**src/rtl/layer_write_arbiter_if.sv**
```systemverilog
// Requester and frame-store write bus for layer_write_arbiter.
// master = requester/memory side, slave = arbiter.
interface layer_write_arbiter_if #(
  parameter int unsigned WIDTH       = 640,
  parameter int unsigned HEIGHT      = 480,
  parameter int unsigned N_REQ       = 4,
  parameter int unsigned COLOR_WIDTH = 8,
  parameter int unsigned LAYER_BITS  = 3
);
  localparam int unsigned XW = (WIDTH  > 1) ? $clog2(WIDTH)  : 1;
  localparam int unsigned YW = (HEIGHT > 1) ? $clog2(HEIGHT) : 1;
  localparam int unsigned IW = (N_REQ  > 1) ? $clog2(N_REQ)  : 1;

  logic [N_REQ-1:0]             req_valid;
  logic [N_REQ-1:0]             req_ready;
  logic [N_REQ*XW-1:0]          req_x;
  logic [N_REQ*YW-1:0]          req_y;
  logic [N_REQ*COLOR_WIDTH-1:0] req_color;
  logic [N_REQ*LAYER_BITS-1:0]  req_layer;

  logic                   mem_we;
  logic [XW-1:0]          mem_x;
  logic [YW-1:0]          mem_y;
  logic [COLOR_WIDTH-1:0] mem_color;
  logic [LAYER_BITS-1:0]  mem_layer;
  logic [IW-1:0]          grant_id;

  modport master (
    output req_valid, req_x, req_y, req_color, req_layer,
    input  req_ready, mem_we, mem_x, mem_y, mem_color, mem_layer, grant_id
  );

  modport slave (
    input  req_valid, req_x, req_y, req_color, req_layer,
    output req_ready, mem_we, mem_x, mem_y, mem_color, mem_layer, grant_id
  );
endinterface

```
**src/rtl/layer_write_arbiter.sv**
```systemverilog
// Round-robin arbiter for the layered frame store write port, with a
// built-in layer-clear sequencer; compositor scan reads block all writes.
module layer_write_arbiter #(
  parameter int unsigned WIDTH       = 640,
  parameter int unsigned HEIGHT      = 480,
  parameter int unsigned N_REQ       = 4,
  parameter int unsigned COLOR_WIDTH = 8,
  parameter int unsigned LAYER_BITS  = 3,
  parameter logic [COLOR_WIDTH-1:0] COLOR_NONE = '0
) (
  input  logic                  clk,
  input  logic                  reset,
  input  logic                  scan_busy,
  input  logic                  clear_start,
  input  logic [LAYER_BITS-1:0] clear_layer,
  output logic                  clear_busy,
  output logic                  clear_done,
  layer_write_arbiter_if.slave  bus
);
  localparam int unsigned XW = (WIDTH  > 1) ? $clog2(WIDTH)  : 1;
  localparam int unsigned YW = (HEIGHT > 1) ? $clog2(HEIGHT) : 1;
  localparam int unsigned IW = (N_REQ  > 1) ? $clog2(N_REQ)  : 1;

  typedef enum logic {IDLE, CLEAR} state_t;

  state_t                state_q, state_d;
  logic [IW-1:0]         rr_q;
  logic [XW-1:0]         cx_q;
  logic [YW-1:0]         cy_q;
  logic [LAYER_BITS-1:0] clr_layer_q;

  logic          grant_hit;
  logic [IW-1:0] grant_idx;
  logic          clr_issue;
  logic          clr_last;
  logic          cx_last;
  logic [N_REQ-1:0] ready_c;
  int unsigned   idx;

  assign cx_last       = (cx_q == XW'(WIDTH - 1));
  assign clear_busy    = (state_q == CLEAR);
  assign bus.req_ready = ready_c;

  // Next state, grant selection and clear-write issue
  always_comb begin
    state_d   = state_q;
    ready_c   = '0;
    grant_hit = 1'b0;
    grant_idx = '0;
    clr_issue = 1'b0;
    clr_last  = 1'b0;
    idx       = 0;
    case (state_q)
      IDLE: begin
        if (clear_start) begin
          state_d = CLEAR;
        end else if (!scan_busy) begin
          for (int unsigned i = 0; i < N_REQ; i++) begin
            idx = (32'(rr_q) + i) % N_REQ;
            if (!grant_hit && bus.req_valid[IW'(idx)]) begin
              grant_hit = 1'b1;
              grant_idx = IW'(idx);
            end
          end
          if (grant_hit) ready_c[grant_idx] = 1'b1;
        end
      end
      CLEAR: begin
        if (!scan_busy) begin
          clr_issue = 1'b1;
          clr_last  = cx_last && (cy_q == YW'(HEIGHT - 1));
          if (clr_last) state_d = IDLE;
        end
      end
      default: state_d = IDLE;
    endcase
  end

  always_ff @(posedge clk or posedge reset) begin
    if (reset) state_q <= IDLE;
    else       state_q <= state_d;
  end

  // Registered write port, round-robin pointer and clear address counters
  always_ff @(posedge clk or posedge reset) begin
    if (reset) begin
      rr_q          <= '0;
      cx_q          <= '0;
      cy_q          <= '0;
      clr_layer_q   <= '0;
      clear_done    <= 1'b0;
      bus.mem_we    <= 1'b0;
      bus.mem_x     <= '0;
      bus.mem_y     <= '0;
      bus.mem_color <= '0;
      bus.mem_layer <= '0;
      bus.grant_id  <= '0;
    end else begin
      clear_done <= clr_issue && clr_last;
      bus.mem_we <= grant_hit || clr_issue;
      if (grant_hit) begin
        rr_q          <= (grant_idx == IW'(N_REQ - 1)) ? '0 : grant_idx + IW'(1);
        bus.mem_x     <= bus.req_x[32'(grant_idx)*XW +: XW];
        bus.mem_y     <= bus.req_y[32'(grant_idx)*YW +: YW];
        bus.mem_color <= bus.req_color[32'(grant_idx)*COLOR_WIDTH +: COLOR_WIDTH];
        bus.mem_layer <= bus.req_layer[32'(grant_idx)*LAYER_BITS +: LAYER_BITS];
        bus.grant_id  <= grant_idx;
      end else if (clr_issue) begin
        bus.mem_x     <= cx_q;
        bus.mem_y     <= cy_q;
        bus.mem_color <= COLOR_NONE;
        bus.mem_layer <= clr_layer_q;
        bus.grant_id  <= '0;
        if (cx_last) begin
          cx_q <= '0;
          cy_q <= clr_last ? '0 : cy_q + YW'(1);
        end else begin
          cx_q <= cx_q + XW'(1);
        end
      end
      if (state_q == IDLE && clear_start) begin
        clr_layer_q <= clear_layer;
        cx_q        <= '0;
        cy_q        <= '0;
      end
    end
  end
endmodule

```
**src/flat_wrapper.sv**
```systemverilog
// flat-port wrapper written by rule: the top's interface ports become plain ports
module layer_write_arbiter_flat 
#(
  parameter int unsigned WIDTH       = 640,
  parameter int unsigned HEIGHT      = 480,
  parameter int unsigned N_REQ       = 4,
  parameter int unsigned COLOR_WIDTH = 8,
  parameter int unsigned LAYER_BITS  = 3,
  parameter logic [COLOR_WIDTH-1:0] COLOR_NONE = '0
)
  (clk, reset, scan_busy, clear_start, clear_layer, clear_busy, clear_done, bus_req_valid, bus_req_x, bus_req_y, bus_req_color, bus_req_layer, bus_req_ready, bus_mem_we, bus_mem_x, bus_mem_y, bus_mem_color, bus_mem_layer, bus_grant_id);
  layer_write_arbiter_if #(.WIDTH(WIDTH), .HEIGHT(HEIGHT), .N_REQ(N_REQ), .COLOR_WIDTH(COLOR_WIDTH), .LAYER_BITS(LAYER_BITS)) bus_i ();
  input  logic clk;
  input  logic reset;
  input  logic scan_busy;
  input  logic clear_start;
  input  logic [LAYER_BITS-1:0] clear_layer;
  output logic clear_busy;
  output logic clear_done;
  input wire logic [$bits(bus_i.req_valid)-1:0] bus_req_valid;
  input wire logic [$bits(bus_i.req_x)-1:0] bus_req_x;
  input wire logic [$bits(bus_i.req_y)-1:0] bus_req_y;
  input wire logic [$bits(bus_i.req_color)-1:0] bus_req_color;
  input wire logic [$bits(bus_i.req_layer)-1:0] bus_req_layer;
  output wire logic [$bits(bus_i.req_ready)-1:0] bus_req_ready;
  output wire logic [$bits(bus_i.mem_we)-1:0] bus_mem_we;
  output wire logic [$bits(bus_i.mem_x)-1:0] bus_mem_x;
  output wire logic [$bits(bus_i.mem_y)-1:0] bus_mem_y;
  output wire logic [$bits(bus_i.mem_color)-1:0] bus_mem_color;
  output wire logic [$bits(bus_i.mem_layer)-1:0] bus_mem_layer;
  output wire logic [$bits(bus_i.grant_id)-1:0] bus_grant_id;
  assign bus_i.req_valid = bus_req_valid;
  assign bus_i.req_x = bus_req_x;
  assign bus_i.req_y = bus_req_y;
  assign bus_i.req_color = bus_req_color;
  assign bus_i.req_layer = bus_req_layer;
  assign bus_req_ready = bus_i.req_ready;
  assign bus_mem_we = bus_i.mem_we;
  assign bus_mem_x = bus_i.mem_x;
  assign bus_mem_y = bus_i.mem_y;
  assign bus_mem_color = bus_i.mem_color;
  assign bus_mem_layer = bus_i.mem_layer;
  assign bus_grant_id = bus_i.grant_id;
  layer_write_arbiter #(.WIDTH(WIDTH), .HEIGHT(HEIGHT), .N_REQ(N_REQ), .COLOR_WIDTH(COLOR_WIDTH), .LAYER_BITS(LAYER_BITS), .COLOR_NONE(COLOR_NONE)) u_core (.clk(clk), .reset(reset), .scan_busy(scan_busy), .clear_start(clear_start), .clear_layer(clear_layer), .clear_busy(clear_busy), .clear_done(clear_done), .bus(bus_i));
endmodule
```
**config.mk**
```make
export PLATFORM = sky130hd
export DESIGN_NAME = layer_write_arbiter_flat
export DESIGN_NICKNAME = d
export VERILOG_FILES = /design/src/rtl/layer_write_arbiter_if.sv /design/src/rtl/layer_write_arbiter.sv /design/src/flat_wrapper.sv
export SDC_FILE = /design/constraint.sdc
export NUM_CORES = 1
export LEC_CHECK = 0
export CELL_PAD_IN_SITES_DETAIL_PLACEMENT = 1
export CELL_PAD_IN_SITES_GLOBAL_PLACEMENT = 2
export CORE_UTILIZATION = 35
export CTS_CLUSTER_DIAMETER = 150
export DETAILED_ROUTE_END_ITERATION = 10
export DONT_BUFFER_PORTS = 1
export PLACE_DENSITY_LB_ADDON = 0.3
export SETUP_SLACK_MARGIN = 0.15
export SLEW_MARGIN = 0
export SYNTH_ARGS = -nofsm -noshare
export SYNTH_HDL_FRONTEND = slang
export SYNTH_SLANG_ARGS = --single-unit
```
**constraint.sdc**
```tcl
create_clock -name clk -period 2.9 [get_ports clk]
set_clock_uncertainty 0.15 [all_clocks]
set_input_delay 0.87 -clock clk [delete_from_list [all_inputs] [get_ports clk]]
set_output_delay 0.87 -clock clk [all_outputs]
set_load 0.005 [all_outputs]
```
After elaboration in Yosys (flattened, before gate mapping)
Index checks and enable logic that the tools add are counted.
{"block": "classes", "n_eq_ne": 4, "magnitude_cmp": 6, "shifts": 4, "multipliers": 3, "n_mux": 71, "reduce_logical": 16, "bitwise_logic": 1, "add_sub_neg": 6}
{"cell": "9-bit two-way mux", "n": 7}
{"cell": "10-bit two-way mux", "n": 6}
{"cell": "40-bit by 7-bit variable part select with 10-bit output", "n": 1}
{"cell": "36-bit by 7-bit variable part select with 9-bit output", "n": 1}
{"cell": "32-bit by 6-bit variable part select with 8-bit output", "n": 1}
{"cell": "1-bit two-way mux", "n": 31}
{"cell": "2-bit two-way mux", "n": 13}
{"cell": "4-bit two-way mux", "n": 4}
{"cell": "8-bit two-way mux", "n": 2}
{"cell": "2-bit by 3-bit < comparator with 1-bit output (second input constant)", "n": 5}
{"cell": "12-bit by 5-bit variable part select with 3-bit output", "n": 1}
{"cell": "10-bit by 1-bit adder with 10-bit output (second input constant)", "n": 1}
{"cell": "10-bit equality test (second input constant)", "n": 1}
{"cell": "9-bit by 1-bit adder with 9-bit output (second input constant)", "n": 1}
{"cell": "9-bit equality test (second input constant)", "n": 1}
{"cell": "1-bit binary-select mux with 2-bit select", "n": 4}
{"cell": "1-bit logical AND", "n": 7}
{"cell": "2-bit by 4-bit multiplier with 6-bit output (second input constant)", "n": 1}
{"cell": "3-bit two-way mux", "n": 2}
{"cell": "2-bit nonzero test", "n": 3}
{"cell": "2-bit by 3-bit multiplier with 5-bit output (second input constant)", "n": 1}
{"cell": "2-bit by 1-bit adder with 2-bit output (second input constant)", "n": 2}
{"cell": "2-bit adder (second input constant)", "n": 2}
{"cell": "2-bit by 2-bit multiplier with 4-bit output (second input constant)", "n": 1}
{"cell": "other kinds (10)", "n": 12}
{"block": "word_totals", "inputBits": 131, "elab_cells": 123, "regBits": 59, "out_inout_bits": 39}

Depth between registers and ports, before layout
{"block": "depth", "depth_word": 32, "mapped_depth": 7, "mapped_depth_nobuf": 6}

Worst setup path before layout
Ideal clock, no wire load.
{"block": "synth_path", "path_type": "input to output", "startpoint": "input port scan_busy", "endpoint": "output port bus_req_ready[0]", "path_buffers": 1, "setup_slack_ps": -5, "arrival_ps": 1885, "stages": 5, "required_time_ps": 1880, "cell_sequence": "nor3_2 > o41ai_4 > o21bai_2 > buf_6 > nor2_1"}
{"block": "synth_via", "elab_chain_len": 3}
{"item": "from (decl)", "line": "flat_wrapper.sv:15", "rtl": "input logic scan_busy;"}
{"item": "4-bit two-way mux", "line": "layer_write_arbiter.sv:57", "rtl": "end else if (!scan_busy) begin"}
{"item": "4-bit two-way mux", "line": "layer_write_arbiter.sv:55", "rtl": "if (clear_start) begin"}
{"item": "4-bit two-way mux", "line": "layer_write_arbiter.sv:53", "rtl": "case (state_q)"}
{"item": "to (decl)", "line": "flat_wrapper.sv:25", "rtl": "output wire logic [$bits(bus_i.req_ready)-1:0] bus_req_ready;"}
No other way between the ends.

Worst setup path after layout
{"block": "layout_path", "startpoint": "input port bus_req_valid[2]", "endpoint": "output port bus_req_ready[2]"}
{"block": "layout_via", "elab_chain_len": 32, "elab_cells_between_ends": 46, "classes_between": "2 x order compare; 37 x mux; 7 x reduce/logical"}
{"item": "from (decl)", "line": "flat_wrapper.sv:20", "rtl": "input wire logic [$bits(bus_i.req_valid)-1:0] bus_req_valid;"}
{"item": "1-bit binary-select mux with 2-bit select", "line": "layer_write_arbiter.sv:60", "rtl": "if (!grant_hit && bus.req_valid[IW'(idx)]) begin"}
{"item": "1-bit two-way mux (implied by the code)", "line": "layer_write_arbiter.sv:60"}
{"item": "1-bit two-way mux", "line": "layer_write_arbiter.sv:60"}
{"item": "1-bit two-way mux", "line": "layer_write_arbiter.sv:57"}
{"item": "1-bit two-way mux", "line": "layer_write_arbiter.sv:55"}
{"item": "1-bit two-way mux", "line": "layer_write_arbiter.sv:53"}
{"item": "1-bit logical NOT", "line": "layer_write_arbiter.sv:60"}
{"item": "1-bit logical AND", "line": "layer_write_arbiter.sv:60"}
{"item": "(+16 left out)"}
{"item": "2-bit by 3-bit < comparator with 1-bit output (implied by the code) or 2-bit by 1-bit >= comparator with 1-bit output (tied branches)", "line": "layer_write_arbiter.sv:65", "rtl": "if (grant_hit) ready_c[grant_idx] = 1'b1;"}
{"item": "1-bit logical AND (implied by the code)", "line": "layer_write_arbiter.sv:65"}
{"item": "1-bit two-way mux (implied by the code)", "line": "layer_write_arbiter.sv:65"}
{"item": "1-bit demux with 2-bit select"}
{"item": "4-bit two-way mux (*)", "line": "layer_write_arbiter.sv:65"}
{"item": "4-bit two-way mux (*)", "line": "layer_write_arbiter.sv:57"}
{"item": "4-bit two-way mux (*)", "line": "layer_write_arbiter.sv:55"}
{"item": "4-bit two-way mux (*)", "line": "layer_write_arbiter.sv:53"}
Every way passes the cells marked *; elsewhere a longest branch is shown, timed or not. The select of a mux whose other input is x is not followed.

==> metrics.md <==
| Metric | Value |
|---|---|
| Outcome | `complete, no violations` |
| Count of final hold-check violations | `0` |
| Routed vias | `3484` |
| Sum of net half-perimeters after detailed placement | `9810 µm` |
| Final weighted congestion of routability-driven global placement | `0.876` |
| Peak clock frequency supported by timing | `0.365 GHz` |
| Data required time of the worst path | `1880 ps` |
| Fraction of the mapped netlist area in simple logic gates | `28.5%` |
| Final net count | `577` |
| Average wire per cell in the routed design | `22.1 µm` |
| Critical path startpoint | `bus_req_valid[2]` |
| EDFF count, synth | `0` |
| Placement row count | `37` |
| Register-to-Register Setup Slack | `550 ps` |
| Power per Cell Area | `511 mW/mm²` |
| WL final | `12900 µm` |
| Arrival time worst endpoint | `1720 ps` |
| Average footprint of a synthesized cell | `8.58 µm²` |
| Number of max-capacitance violations reported | `0` |
| Primary flip-flop cell chosen by synthesis mapping | `dfrtp_1` |
| Min cycle time layout | `2740 ps` |
| Combinational family with the most area after synthesis | `simple AND/OR/NAND/NOR gates` |
| Quantity of I/O buffers inserted on ports | `0` |
| Relative slew margins | `44.5%` |
| Unrepaired setup endpoints after global routing | `false` |
| Count of clock tree sinks | `59` |
| Cell at the root of the clock tree | `clkbuf_8` |
| Area of the multi-input gates | `0.00218 mm²` |
| Register-to-Register Path Depth | `5` |
| TritonCTS Buffers | `9` |
| Area of the core | `0.0104 mm²` |
| Vertical extent of the die | `106 µm` |
| Ratio of final minimum period to clock period | `94.4%` |
| Cells along the critical path | `nor2b_4, a221oi_4, buf_12, nor2_4, nand2_2, nor2_2` |
| Initial antenna violation count | `1` |
| Routing layer with the top usage in global route | `met2` |
| Mapped cell area | `0.00377 mm²` |
| Overall routing resource usage | `24.1%` |
| Leakage power summed over all cells | `1.80 nW` |
| Initial drt markers | `133` |
| Post-route DRC violation count | `0` |
| Global Route met2 Usage | `38.1%` |
| Slowest cell on the critical path | `nor2b_4` |
| Async set or reset register ratio after synthesis | `100%` |
| Netlist cell types | `57` |
| Pre-antenna DRT Iters | `4` |
| H-Tree Depth | `3` |
| Maximum net fanout on the critical path | `5` |
| Post-placement worst setup slack | `111 ps` |
| Worst flop-to-flop path endpoint | `u_core.cy_q[0]` |
| PnR Total Power | `2.16 mW` |
| Setup total negative slack | `0 ps` |
| Count of synthesis-stage warnings from yosys | `0` |
| Fraction of final layout cells sized beyond drive strength 1 | `14.7%` |
| Net count after synthesis | `573` |
| Post-Place Cells | `566` |
| Area taken by flip-flops and latches | `0.00148 mm²` |
| Final setup vio count | `0` |
| Portion of netlist area occupied by mux cells | `4.68%` |
| Worst-margin pin slew | `822 ps` |
| Sum of overflow across all layers after global routing | `0` |
| Chip Width | `106 µm` |
| TritonCTS clock tree | `yes` |
| Number of ports placed on the die boundary | `170` |
| Number of global-route vias before repair | `3751` |
| Grt met3 use | `6.80%` |
| Layout overhead on the synthesized area | `12.2%` |
| Area share of xor/xnor cells in the synthesized design | `1.16%` |
| Global-route wire length before repair | `20600 µm` |
| Adder-Cell Fraction of Synth Area | `0.663%` |
| GR Layer Usage met1 | `30.5%` |
| Kind of critical path | `in -> out` |
| Die area | `0.0112 mm²` |
| Highest ir drop seen on vdd | `0.164 mV` |
| Peak per-stage delay on the critical path | `190 ps` |
| Reg2reg start | `u_core.cy_q[0]` |
| Sort of element at the end of the critical path | `output pin` |
| Post-Syn Instances | `440` |
| Synthesized-area fraction occupied by ao, oa, aoi and oai cells | `21.1%` |
| Per-cell via count in the routed design | `5.96` |
| Worst hold-check path type | `in -> async` |
| CTS clock-pin slew for the worst setup and hold paths | `70 ps` |
| Clock insertion delay at the later pin of the skew report | `350 ps` |
| Initial cell density of the core | `36.4%` |
| Number of pins exceeding their max-slew limit in the final report | `0` |
| Sequential cell area fraction in the yosys report | `39.1%` |
| Final instance count without filler cells | `585` |
| Number of nets with antenna violations after detailed routing | `0` |
| Maximum buffer depth of the clock tree | `2` |
| Count of fill cells added during filler insertion | `1226` |
| Worst setup SP type | `input port` |
| Seq cells post-synth | `59` |
| Pin count of the biggest net entering global routing | `34` |
| Setup slack after layout | `164 ps` |
| Count of hold buffers inserted by post-cts repair | `0` |
## worst max path at each step
| stage | end | slack [ps] | cells after the start |
|---|---|---|---|
| after floorplan | bus_req_ready[0] | 70 | 6 |
| after global placement | bus_req_ready[0] | 140 | 4 |
| after detailed placement | bus_req_ready[1] | 110 | 4 |
| after CTS | bus_req_ready[1] | 140 | 4 |
| after global routing | bus_req_ready[1] | 140 | 5 |
| final | bus_req_ready[2] | 160 | 6 |
## cell type report
cell class,count,share of cell area (%)
well taps,136,4.02
flip-flops and latches,59,34.9
clock inverters,2,0.236
clock buffers,13,3.99
inverters,5,0.443
multi-input cells,345,51.5
repair buffers,24,4.85
diodes,1,0.0591
## state kept, by name, summed over array words and instances, names as in the netlist
name                  flops
u_core.bus.grant_id       2
u_core.bus.mem_color      8
u_core.bus.mem_layer      3
u_core.bus.mem_we         1
u_core.bus.mem_x         10
u_core.bus.mem_y          9
u_core.clear_busy         1
u_core.clear_done         1
u_core.clr_layer_q        3
u_core.cx_q              10
u_core.cy_q               9
u_core.rr_q               2
## Yosys cell counts (2+ instances only)
library cell    n  area (µm²)
or2_2           2        12.5
xor2_1          4        35.0
nor2b_1         3        18.8
a222oi_1        5        50.1
buf_6           4        45.0
a211oi_1       16         120
nor2_1         25        93.8
dfrtp_1        59        1480
a221oi_1        3        26.3
a21oi_1         9        45.0
o21ai_0        12        60.1
nand2_1       111         417
ha_1            2        25.0
buf_1           2        7.51
mux2i_1        15         150
nand3_1        12        60.1
o41ai_1         3        26.3
buf_2           6        30.0
nor3_1          4        20.0
a21boi_0        5        37.5
nand2b_1        3        18.8
clkbuf_1       17        63.8
a31oi_1         4        25.0
or3_1           2        12.5
and3_1         39         244
a211oi_2        4        50.1
nand4_1         6        37.5
inv_1           5        18.8
o221ai_1        2        17.5
a21o_1          3        22.5
and2_1          6        37.5
buf_4           2        15.0
a311oi_1       20         175
a22o_1          2        17.5
## what timing repair did
action,in CTS,in global routing
resized for setup,3,9
setup buffers,0,3
pin swaps,2,4
endpoints found under the setup margin,4,4
## through the flow
step	utilization, %	hold WS, ps	instance area, µm²
after floorplan	-	296	3810
after global placement	38.4	316	3980
after detailed placement	38.4	330	3980
after CTS	40.1	295	4160
after global routing	40.8	333	4230
final	40.8	291	4230
## placed cells by master (no fill, tap or decap), types with 2 or more instances in the layout
master / n
nand2_1: 110
dfrtp_1: 58
and3_1: 39
buf_4: 22
nor2_1: 21
a311oi_1: 20
a211oi_1: 16
mux2i_1: 15
o21ai_0: 12
nand3_1: 12
clkbuf_8: 12
a21oi_1: 9
nand4_1: 6
a21boi_0: 5
and2_1: 5
a222oi_1: 5
a31oi_1: 4
a211oi_2: 4
xor2_1: 4
nand2b_1: 3
inv_1: 3
a21o_1: 3
nor3_1: 3
a221oi_1: 3
o41ai_1: 3
nor3_4: 2
inv_2: 2
nor2b_1: 2
nor2_4: 2
o221ai_1: 2
or2_2: 2
a22o_1: 2
nor2_2: 2
or3_1: 2
ha_1: 2
clkinv_2: 2
buf_12: 2
## cell families after synthesis
family                     Yosys count
AOI/OAI and AO/OA                   98
adders and majority gates            2
buffers and inverters               36
muxes                               17
DFF                                 59
xor gates and xnor gates             5
and+or+nand+nor                    223
## metal layers
metal  vias up  wire, µm
met1      1724      5650
met3        26       802
met2       122      6110
met5         -         0
li1       1612         -
met4         0       351
## power breakdown
| group | total (mW) | internal, mW | leakage [nW] | switching (mW) |
|---|---|---|---|---|
| logic | 0.448 | 0.186 | 0.923 | 0.262 |
| clock network | 0.708 | 0.373 | 0.0953 | 0.335 |
| registers | 1.00 | 0.903 | 0.782 | 0.101 |
## worst max-delay path, delay by kind of cell
family                 cells  cell delay [ps]
AO/OA/AOI/OAI              1               90
buffers and inverters      1              140
AND/OR/NAND/NOR            4              600
No activity file was read; power rests on OpenSTA's default activity.
